## src/rtl/inst_loader.sv

```systemverilog
`default_nettype none
// ============================================================================
// inst_loader : byte-stream program loader for instruction memory (big-endian word packing)
// Optional checksum byte: define INST_LOADER_CHECKSUM_EN          Rev 1.0
// ============================================================================
module inst_loader #(
  parameter int INST_ADDR_WIDTH     = 16,
  parameter int INST_DATA_BIT_WIDTH = 16,
  parameter int INST_MEM_SIZE       = 26,
  parameter int NUM_BYTES_IN_INST   = 2
) (
  input  logic                           clk,
  input  logic                           rst,
  input  logic                           start,
  input  logic [INST_ADDR_WIDTH-1:0]     len,
  input  logic [7:0]                     byte_in,
  input  logic                           byte_valid,
  output logic                           byte_ready,
  output logic                           mem_wr,
  output logic [INST_ADDR_WIDTH-1:0]     mem_addr,
  output logic [INST_DATA_BIT_WIDTH-1:0] mem_data,
  output logic                           cpu_hold,
  output logic                           done,
  output logic                           error
);

  localparam logic [2:0] S_IDLE    = 3'd0;
  localparam logic [2:0] S_LOAD_HI = 3'd1;
  localparam logic [2:0] S_LOAD_LO = 3'd2;
  localparam logic [2:0] S_WRITE   = 3'd3;
`ifdef INST_LOADER_CHECKSUM_EN
  localparam logic [2:0] S_CHECK   = 3'd4;
`endif
  localparam logic [2:0] S_DONE    = 3'd5;
  localparam logic [2:0] S_ERR     = 3'd6;

  localparam logic [INST_ADDR_WIDTH-1:0] c_mem_size = INST_ADDR_WIDTH'(INST_MEM_SIZE);
  localparam logic [INST_ADDR_WIDTH-1:0] c_stride   = INST_ADDR_WIDTH'(NUM_BYTES_IN_INST);
  localparam logic [INST_ADDR_WIDTH-1:0] c_one      = INST_ADDR_WIDTH'(1);

  logic [2:0]                 r_state;
  logic [2:0]                 w_state_nxt;
  logic [INST_ADDR_WIDTH-1:0] r_len;
  logic [INST_ADDR_WIDTH-1:0] r_count;
  logic                       w_xfer;
  logic                       w_start_arm;
  logic                       w_load_go;
  logic                       w_last;
`ifdef INST_LOADER_CHECKSUM_EN
  logic [7:0]                 r_xsum;
`endif

  assign w_xfer      = byte_valid && byte_ready;
  assign w_start_arm = start && ((r_state == S_IDLE) || (r_state == S_DONE) || (r_state == S_ERR));
  assign w_load_go   = w_start_arm && (len != '0) && (len <= c_mem_size);
  assign w_last      = ((r_count + c_one) == r_len);

  always_ff @(posedge clk or negedge rst) begin
    if (!rst) begin
      r_state <= S_IDLE;
    end else begin
      r_state <= w_state_nxt;
    end
  end

  always_comb begin
    w_state_nxt = r_state;
    case (r_state)
      S_IDLE, S_DONE, S_ERR: begin
        if (start) begin
          if (len == '0)             w_state_nxt = S_DONE;
          else if (len > c_mem_size) w_state_nxt = S_ERR;
          else                       w_state_nxt = S_LOAD_HI;
        end
      end
      S_LOAD_HI: if (w_xfer) w_state_nxt = S_LOAD_LO;
      S_LOAD_LO: if (w_xfer) w_state_nxt = S_WRITE;
      S_WRITE: begin
        if (w_last) begin
`ifdef INST_LOADER_CHECKSUM_EN
          w_state_nxt = S_CHECK;
`else
          w_state_nxt = S_DONE;
`endif
        end else begin
          w_state_nxt = S_LOAD_HI;
        end
      end
`ifdef INST_LOADER_CHECKSUM_EN
      S_CHECK: if (w_xfer) w_state_nxt = (byte_in == r_xsum) ? S_DONE : S_ERR;
`endif
      default: w_state_nxt = S_IDLE;
    endcase
  end

  // Outputs depend on state only, so byte_ready never follows byte_valid combinationally.
  always_comb begin
    byte_ready = 1'b0;
    mem_wr     = 1'b0;
    cpu_hold   = 1'b1;
    done       = 1'b0;
    error      = 1'b0;
    case (r_state)
      S_LOAD_HI, S_LOAD_LO: byte_ready = 1'b1;
`ifdef INST_LOADER_CHECKSUM_EN
      S_CHECK:              byte_ready = 1'b1;
`endif
      S_WRITE:              mem_wr     = 1'b1;
      S_DONE: begin
        done     = 1'b1;
        cpu_hold = 1'b0;
      end
      S_ERR:                error      = 1'b1;
      default: ;
    endcase
  end

  always_ff @(posedge clk or negedge rst) begin
    if (!rst) begin
      r_len    <= '0;
      r_count  <= '0;
      mem_addr <= '0;
      mem_data <= '0;
    end else begin
      if (w_load_go) begin
        r_len    <= len;
        r_count  <= '0;
        mem_addr <= '0;
      end
      if ((r_state == S_LOAD_HI) && w_xfer) mem_data[INST_DATA_BIT_WIDTH-1 -: 8] <= byte_in;
      if ((r_state == S_LOAD_LO) && w_xfer) mem_data[7:0] <= byte_in;
      if (r_state == S_WRITE) begin
        mem_addr <= mem_addr + c_stride;
        r_count  <= r_count + c_one;
      end
    end
  end

`ifdef INST_LOADER_CHECKSUM_EN
  always_ff @(posedge clk or negedge rst) begin
    if (!rst) begin
      r_xsum <= '0;
    end else if (w_load_go) begin
      r_xsum <= '0;
    end else if (((r_state == S_LOAD_HI) || (r_state == S_LOAD_LO)) && w_xfer) begin
      r_xsum <= r_xsum ^ byte_in;
    end
  end
`endif

endmodule
`default_nettype wire

```

## config.mk

```make
export PLATFORM = sky130hd
export DESIGN_NAME = inst_loader
export DESIGN_NICKNAME = d
export VERILOG_FILES = /design/src/rtl/inst_loader.sv
export SDC_FILE = /design/constraint.sdc
export NUM_CORES = 1
export LEC_CHECK = 0
export ABC_CLOCK_PERIOD_IN_PS = 4800
export BUFFER_PORTS_ARGS = -buffer_cell sky130_fd_sc_hd__buf_2
export CAP_MARGIN = 20
export CORE_MARGIN = 3
export CORE_UTILIZATION = 55
export CTS_CLUSTER_SIZE = 8
export DETAILED_ROUTE_END_ITERATION = 10
export PLACE_DENSITY_LB_ADDON = 0.25
export RECOVER_POWER = 50
export SLEW_MARGIN = 20
export SYNTH_ARGS = -nofsm -noshare
export SYNTH_HDL_FRONTEND = slang
export SYNTH_SLANG_ARGS = --single-unit
```

## constraint.sdc

```tcl
create_clock -name clk -period 4.8 [get_ports clk]
set_clock_uncertainty 0.05 [all_clocks]
set_input_delay 0.72 -clock clk [delete_from_list [all_inputs] [get_ports clk]]
set_output_delay 0.72 -clock clk [all_outputs]
set_load 0.05 [all_outputs]
```

# == After elaboration in Yosys (flattened, before gate mapping) ==
# Index checks and enable logic that the tools add are counted.
# totals
register_bits,67
latch_bits,0
mem_bits_rw,0
mem_bits_ro,0
in_bits,28
out_inout_bits,37
word_cells,49
mem_count,0
# classes
add_sub_neg,2
n_mul,0
div,0
n_lt_le_gt_ge,2
eq_ne,9
n_shift,0
n_mux,15
bitwise_logic,0
n_reduce_logical,15
# op_table
operator,n
16-bit 2-to-1 mux,3
3-bit 2-to-1 mux,6
16-bit by 1-bit adder with 16-bit output (second input constant),1
16-bit by 2-bit adder with 16-bit output (second input constant),1
16-bit equality test,1
16-bit by 5-bit greater-than comparator with 1-bit output (second input constant),1
16-bit by 5-bit <= comparator with 1-bit output (second input constant),1
16-bit logical NOT,1
16-bit nonzero test,1
3-bit one-hot mux with 4 select lines,1
3-bit by 2-bit equality test with 1-bit output (second input constant),2
3-bit equality test (second input constant),2
1-bit logical AND,6
2-bit != test (second input constant),3
1-bit 2-to-1 mux,5
3-bit by 1-bit equality test with 1-bit output (second input constant),1
3-bit logical NOT,1
3-bit AND reduction,1
3-bit OR reduction,1
1-bit logical OR,2
2-bit nonzero test,1
2-bit OR reduction,1

# == Logic depth before layout (Yosys ltp) ==
# Gate-level depths: netlist of run 1.
# depth
depth_word,8
mapped_depth,9

# == Worst setup path before layout of run 1 ==
# OpenSTA, ideal clock, no wires.
# synth_timing
path_type,reg2out
start,register r_state[2]
end,output error
t_arrival_ns,1.725
required_time_ns,4.030
path_slack_ns,2.305
stages_incl_launch_ff,4
path_buffers,1
cell_sequence,dfrtp_1 buf_2 inv_1 nor3b_1
# synth_via
elab_chain_cells,2
# synth_lines
item,line_no,rtl
from (decl),41,logic [2:0] r_state;
from (signal assigned),62,r_state <= w_state_nxt;
3-bit equality test,103,case (r_state)
1-bit 2-to-1 mux,103,
to (decl),24,output logic error
# Every way passes these cells.

==> results of run 1 <==
## kinds of logic after synthesis
| kind of cell | after synthesis |
|---|---|
| AOI/OAI and AO/OA | 81 |
| xor gates and xnor gates | 26 |
| adders and majority gates | 2 |
| buffers and inverters | 25 |
| DFF | 66 |
| muxes | 17 |
| other | 1 |
| and+or+nand+nor | 140 |
## layout make-up
type	count	area (sq um)	share of cell area (%)
Sequential cell	66	1650	41.9
Timing Repair Buffer	66	310	7.86
Tap cell	75	93.8	2.38
Clock inverter	4	25.0	0.634
Inverter	7	26.3	0.666
Multi-Input combinational cell	267	1670	42.4
Clock buffer	12	165	4.19
## cell usage after synthesis (3+ instances only)
| cell type | number | area [sq um] |
|---|---|---|
| dfrtp_1 | 66 | 1650 |
| nand2_1 | 43 | 161 |
| o21ai_0 | 38 | 190 |
| nor2_1 | 24 | 90.1 |
| a21oi_1 | 16 | 80.1 |
| mux2_2 | 16 | 180 |
| xnor2_1 | 16 | 140 |
| nand3_1 | 14 | 70.1 |
| nor2b_1 | 12 | 75.1 |
| buf_2 | 11 | 55.1 |
| xor2_1 | 10 | 87.6 |
| nor3_1 | 8 | 40.0 |
| inv_1 | 7 | 26.3 |
| and3_1 | 6 | 37.5 |
| o31ai_1 | 6 | 45.0 |
| a31oi_1 | 5 | 31.3 |
| nand4_1 | 5 | 31.3 |
| and2_1 | 4 | 25.0 |
| nor4_2 | 4 | 50.1 |
| o21ai_1 | 4 | 20.0 |
| and4_1 | 3 | 26.3 |
| nor4_1 | 3 | 18.8 |
## metrics by stage
stage | total power [mW] | setup WS, ps | hold slack, ps
after floorplan | 1.60 | 2300 | 374
after global placement | 1.80 | 1850 | 432
after detailed placement | 1.83 | 1770 | 440
after CTS | 2.27 | 1750 | 454
after global routing | 2.37 | 1140 | 470
final | 2.24 | 1700 | 449
## sequential cells by signal, indices dropped and copies added, names as in the netlist
name,flops
r_count,16
mem_data,16
r_len,16
mem_addr,15
r_state,3
## placed cells by master, fill, tap and decap left out, drive strengths merged, types with 3 or more instances in the layout
cell / netlist / layout
nor4: 7 / 7
a31oi: 5 / 5
nand3: 17 / 17
inv: 7 / 7
nor2: 25 / 25
o21ai: 42 / 42
buf: 16 / 46
clkbuf: 2 / 32
and4: 3 / 3
nor3: 9 / 9
mux2: 16 / 16
a21oi: 16 / 16
or2: 3 / 3
nand4: 5 / 5
nand2: 43 / 43
and3: 6 / 6
xor2: 10 / 10
nor2b: 12 / 12
and2: 4 / 4
o31ai: 6 / 6
dfrtp: 66 / 66
xnor2: 16 / 16
## per-layer routing
layer | vias to the layer above | global-route usage, %
li1 | 1379 | -
met1 | 1363 | 31.2
met2 | 118 | 33.2
met3 | 14 | 5.73
met4 | 0 | 8.78
met5 | - | 0
## power groups by stage
stage	Combinational [mW]	Sequential (mW)	Clock (mW)
floorplan	0.494	1.10	0
global placement	0.994	0.810	0
detailed placement	1.01	0.817	0
CTS	1.01	0.809	0.449
global route	1.06	0.837	0.473
finish	0.985	0.813	0.445
## path summary, 6_finish.rpt
check	to	slack (ps)
setup / recovery	r_len[7]	1700
hold / removal	mem_addr[7]	450
setup reg to reg	mem_addr[5]	2040
hold reg to reg	mem_addr[7]	450
max in group clk	mem_wr	1740
min in group asynchronous	r_count[8]	1030
==> flow_summary.json, run 1 <==
{
  "first_pass_iters": 4,
  "cts-htree-levels": 3,
  "grt_max_degree": 46,
  "hpwlAfterDp_mm": 5.19,
  "drc": 0,
  "fin_crit_ps": 3100,
  "swShare_pct": 47.7,
  "utilization_pct": 65.9,
  "timing.setup.tns_ps": 0,
  "grt_pass1_vias": 2729,
  "slew_headroom_pct": -56.6,
  "post-route-period-util_pct": 64.5,
  "cp_common_cell": "clkbuf_1",
  "grt_setup_unrepaired": "false",
  "synthArstFlopShare_pct": 100,
  "synth_top_family_by_area": "simple AND/OR/NAND/NOR gates",
  "status": "complete, but fails checks",
  "synth_simple_gate_area_share_pct": 21.7,
  "cts.clk_slew.worst_paths_ps": 70,
  "pin_count": 65,
  "die-area_sq_um": 7260,
  "cts_tree": "done",
  "layout.nets": 447,
  "path_delay_family": "buffers and inverters",
  "ctsHoldBuffers": 0,
  "synth.area.mux_share_pct": 5.52,
  "place_area_sq_um": 3780,
  "hp-start": "mem_addr[7]",
  "crit_buf_inv": 2,
  "area_growth_pct": 14.4,
  "post-cts-setup-buffers": 0,
  "stdcell_count": 497,
  "grt_overflow": 0,
  "synth-xor-area-share_pct": 6.60,
  "worstMarginPinSlew_ps": 2350,
  "drv_slew": 46,
  "worstPathRequired_ps": 5040,
  "crit_slowest_cell": "clkbuf_1",
  "n_antenna_cell": 0,
  "rr_startpoint": "r_state[2]",
  "syn_avg_cell_area_sq_um": 9.63,
  "hold_viol": 0,
  "synth_seq_cells": 66,
  "cts_root_buf": "clkbuf_8",
  "ys.flop_type": "dfrtp_1",
  "ys_types": 49,
  "io_buffers": 63,
  "setup.worst_path.start_class": "input port",
  "routed_wl_mm": 7.52,
  "setup_viol": 0,
  "cts.path.max_buffers": 2,
  "dr_wl_met3_um": 563,
  "synth_edf_count": 0,
  "arrival_ps": 3330,
  "endpoint_kind": "async pin",
  "synthCells": 358,
  "synth-compound-area-share_pct": 13.9,
  "p_int_mw": 1.17,
  "gp_congestion": 0.854,
  "power_density_nw_per_um2": 568,
  "hold_depth": 1,
  "clockPowerShare_pct": 19.8,
  "synthesis.area_sq_um": 3450,
  "worstSetupStartpoint": "rst",
  "routedWlPerCell_um": 15.1,
  "post_cts_resized": 0,
  "min_path_type": "reg -> reg",
  "cp_max_fo": 45,
  "path_cells": "clkbuf_1 -> clkbuf_1",
  "path_class": "in -> async",
  "cts_inserted_buffers": 9,
  "r2r_cells": 7,
  "synth-seq-area-share_pct": 47.9,
  "p_switching_mw": 1.07,
  "comb_power_share_pct": 43.9,
  "initialDrtViolationCount": 197,
  "avgViaCountPerCell": 5.78,
  "n_fill_cell": 488,
  "violations": "max-capacitance violations, max-slew violations",
  "finalInstanceArea_sq_um": 3950,
  "worst_path_largest_cell_delay_ps": 1650,
  "worstSkewPairLatency_ps": 350,
  "groute.usage.overall_pct": 22.2,
  "start_util_pct": 57.6,
  "power_frac_seq_pct": 36.2,
  "postSynthNetCount": 388,
  "ys_warn_count": 0,
  "synth-adder-area-share_pct": 0.726,
  "grt_pass1_wl_mm": 12.8,
  "die_w_um": 85.2,
  "fmax_mhz": 323,
  "drive_gt1_share_pct": 22.0,
  "detail-route-antenna-nets": 0,
  "wl_met2_mm": 3.32,
  "wl_met1_mm": 3.50,
  "rows": 28,
  "maxCapViolCount": 1,
  "vias": 2874,
  "cts.sinks": 66,
  "cellLeakagePower_nw": 1.80,
  "chipHeight_um": 85.2,
  "ir_drop_v": 0.000437,
  "core_sq_um": 5990,
  "antenna_found_initial": 0,
  "path_depth": 2,
  "highest_layer": "met4",
  "dp.cells": 481
}
(Power assumes the default switching activity.)
==> inputs of run 2 (changes only) <==
Settings changed: ABC_CLOCK_PERIOD_IN_PS 4800 to 2500, CORE_UTILIZATION 55 to 50.
Clock period 4.8 ns to 2.5 ns, I/O delays scaled along.
==> run 2 against run 1 <==
The run now ends clean. Register-to-register slack got worse by 1900 ps. First-iteration DRC count fell by 22%. Setup slack worse by 1600 ps. Highest routed layer unchanged.
==> flow_summary.json, run 2 (synthesized netlist as in run 1, its figures left out) <==
{
  "status": "completed",
  "hold_viol": 0,
  "fmax_mhz": 422,
  "detail-route-antenna-nets": 0,
  "layout.nets": 452,
  "cts.clk_slew.worst_paths_ps": 70,
  "post-route-period-util_pct": 94.9,
  "endpoint_kind": "output pin",
  "core_sq_um": 6530,
  "maxCapViolCount": 0,
  "n_antenna_cell": 0,
  "total_power_mw": 4.36,
  "routed_wl_mm": 7.72,
  "drive_gt1_share_pct": 23.4,
  "gp_congestion": 0.835,
  "finalWorstSetupSlack_ps": 129,
  "io_buffers": 63,
  "cts.sinks": 66,
  "hold_depth": 3,
  "layout_common_cells": "dfrtp_1, buf_2, nand2_1",
  "start_util_pct": 52.8,
  "grt_pass1_vias": 2698,
  "path_class": "reg -> out",
  "whs_ps": 225,
  "worstSkewPairLatency_ps": 330,
  "pin_count": 65,
  "min_path_type": "in -> reg",
  "cts.path.max_buffers": 2,
  "grt_max_degree": 37,
  "worstPathRequired_ps": 2080,
  "cellLeakagePower_nw": 1.82,
  "layout_commonest_cell": "dfrtp_1",
  "die-area_sq_um": 7930,
  "cp_max_fo": 14,
  "antenna_found_initial": 0,
  "ir_drop_v": 0.00100,
  "vias": 2860,
  "setup_viol": 0,
  "die_w_um": 89.0,
  "avgViaCountPerCell": 5.67,
  "grt_pass1_wl_mm": 13.1,
  "fin_crit_ps": 2370,
  "area_growth_pct": 16.5,
  "grt_overflow": 0,
  "cts-htree-levels": 3,
  "rows": 29,
  "setup.worst_path.start_class": "register",
  "reg_top3": "mem_data x16, r_count x16, r_len x16",
  "r2r_cells": 7,
  "dp_slack_ps": -37.5,
  "routedWlPerCell_um": 15.3,
  "drv_slew": 0,
  "cts_root_buf": "clkbuf_8",
  "hpwlAfterDp_mm": 5.33,
  "drc": 0,
  "cts_tree": "done",
  "grt_setup_unrepaired": "true",
  "n_fill_cell": 578,
  "slew_headroom_pct": 36.7,
  "power_density_nw_per_um2": 1090,
  "arrival_ps": 1950,
  "groute.usage.overall_pct": 21.4,
  "first_pass_iters": 4,
  "cts_inserted_buffers": 9,
  "worstMarginPinSlew_ps": 949,
  "initialDrtViolationCount": 153,
  "chipHeight_um": 89.0
}
-- run 2: repair_timing --
item / CTS / global route
pin swaps: 0 / 0
hold endpoints to repair: 12 / 0
hold buffers: 1 / 0
gates resized for setup: 1 / 4
setup buffers: 0 / 0
endpoints found under the setup margin: 1 / 17
gates cloned: 0 / 0
-- run 2: critical path, stage by stage, from the launching register on --
cell and delay (ps):
dfrtp_1 480, inv_1 180, nand3_1 160, clkinvlp_4 240, buf_4 250, buf_2 290
-- run 2: layout make-up --
class,instances,area [sq um],share of cell area [%]
Multi-Input combinational cell,267,1710,42.4
Sequential cell,66,1650,41.1
Timing Repair Buffer,71,349,8.69
Clock buffer,11,131,3.27
Tap cell,77,96.3,2.40
Clock inverter,5,55.1,1.37
Inverter,7,30.0,0.747
-- run 2: worst paths after layout --
kind / start / end / slack [ps]
setup / recovery: r_state[2] / mem_wr / 130
hold / removal: len[3] / r_len[3] / 220
setup reg to reg: r_count[0] / r_state[2] / 150
hold reg to reg: mem_data[11] / mem_data[11] / 460
max in group asynchronous: rst / r_count[0] / 520
min in group asynchronous: rst / r_count[12] / 560
-- run 2: routing by layer --
metal	part of all wire [%]	wire [um]	vias up	global-route usage, %
li1	-	-	1395	-
met1	46	3540	1356	30.1
met2	45	3490	99	31.4
met3	7.3	567	10	6.45
met4	1.5	118	0	7.71
met5	0	0	-	0
-- run 2: through the flow --
stage          utilization (%)  cells  TNS [ps]  cell area [sq um]
2_1_floorplan                -    358         0               3450
3_3_place_gp              58.8    487     -42.0               3840
3_5_place_dp              58.8    487     -99.9               3840
4_1_cts                   61.9    504         0               4040
5_1_grt                   61.5    504     -16.0               4020
6_report                  61.5    504         0               4020
-- run 2: report_power, final --
group | switching, mW | internal, mW
Combinational | 1.40 | 0.532
Sequential | 0.254 | 1.31
Clock | 0.410 | 0.458
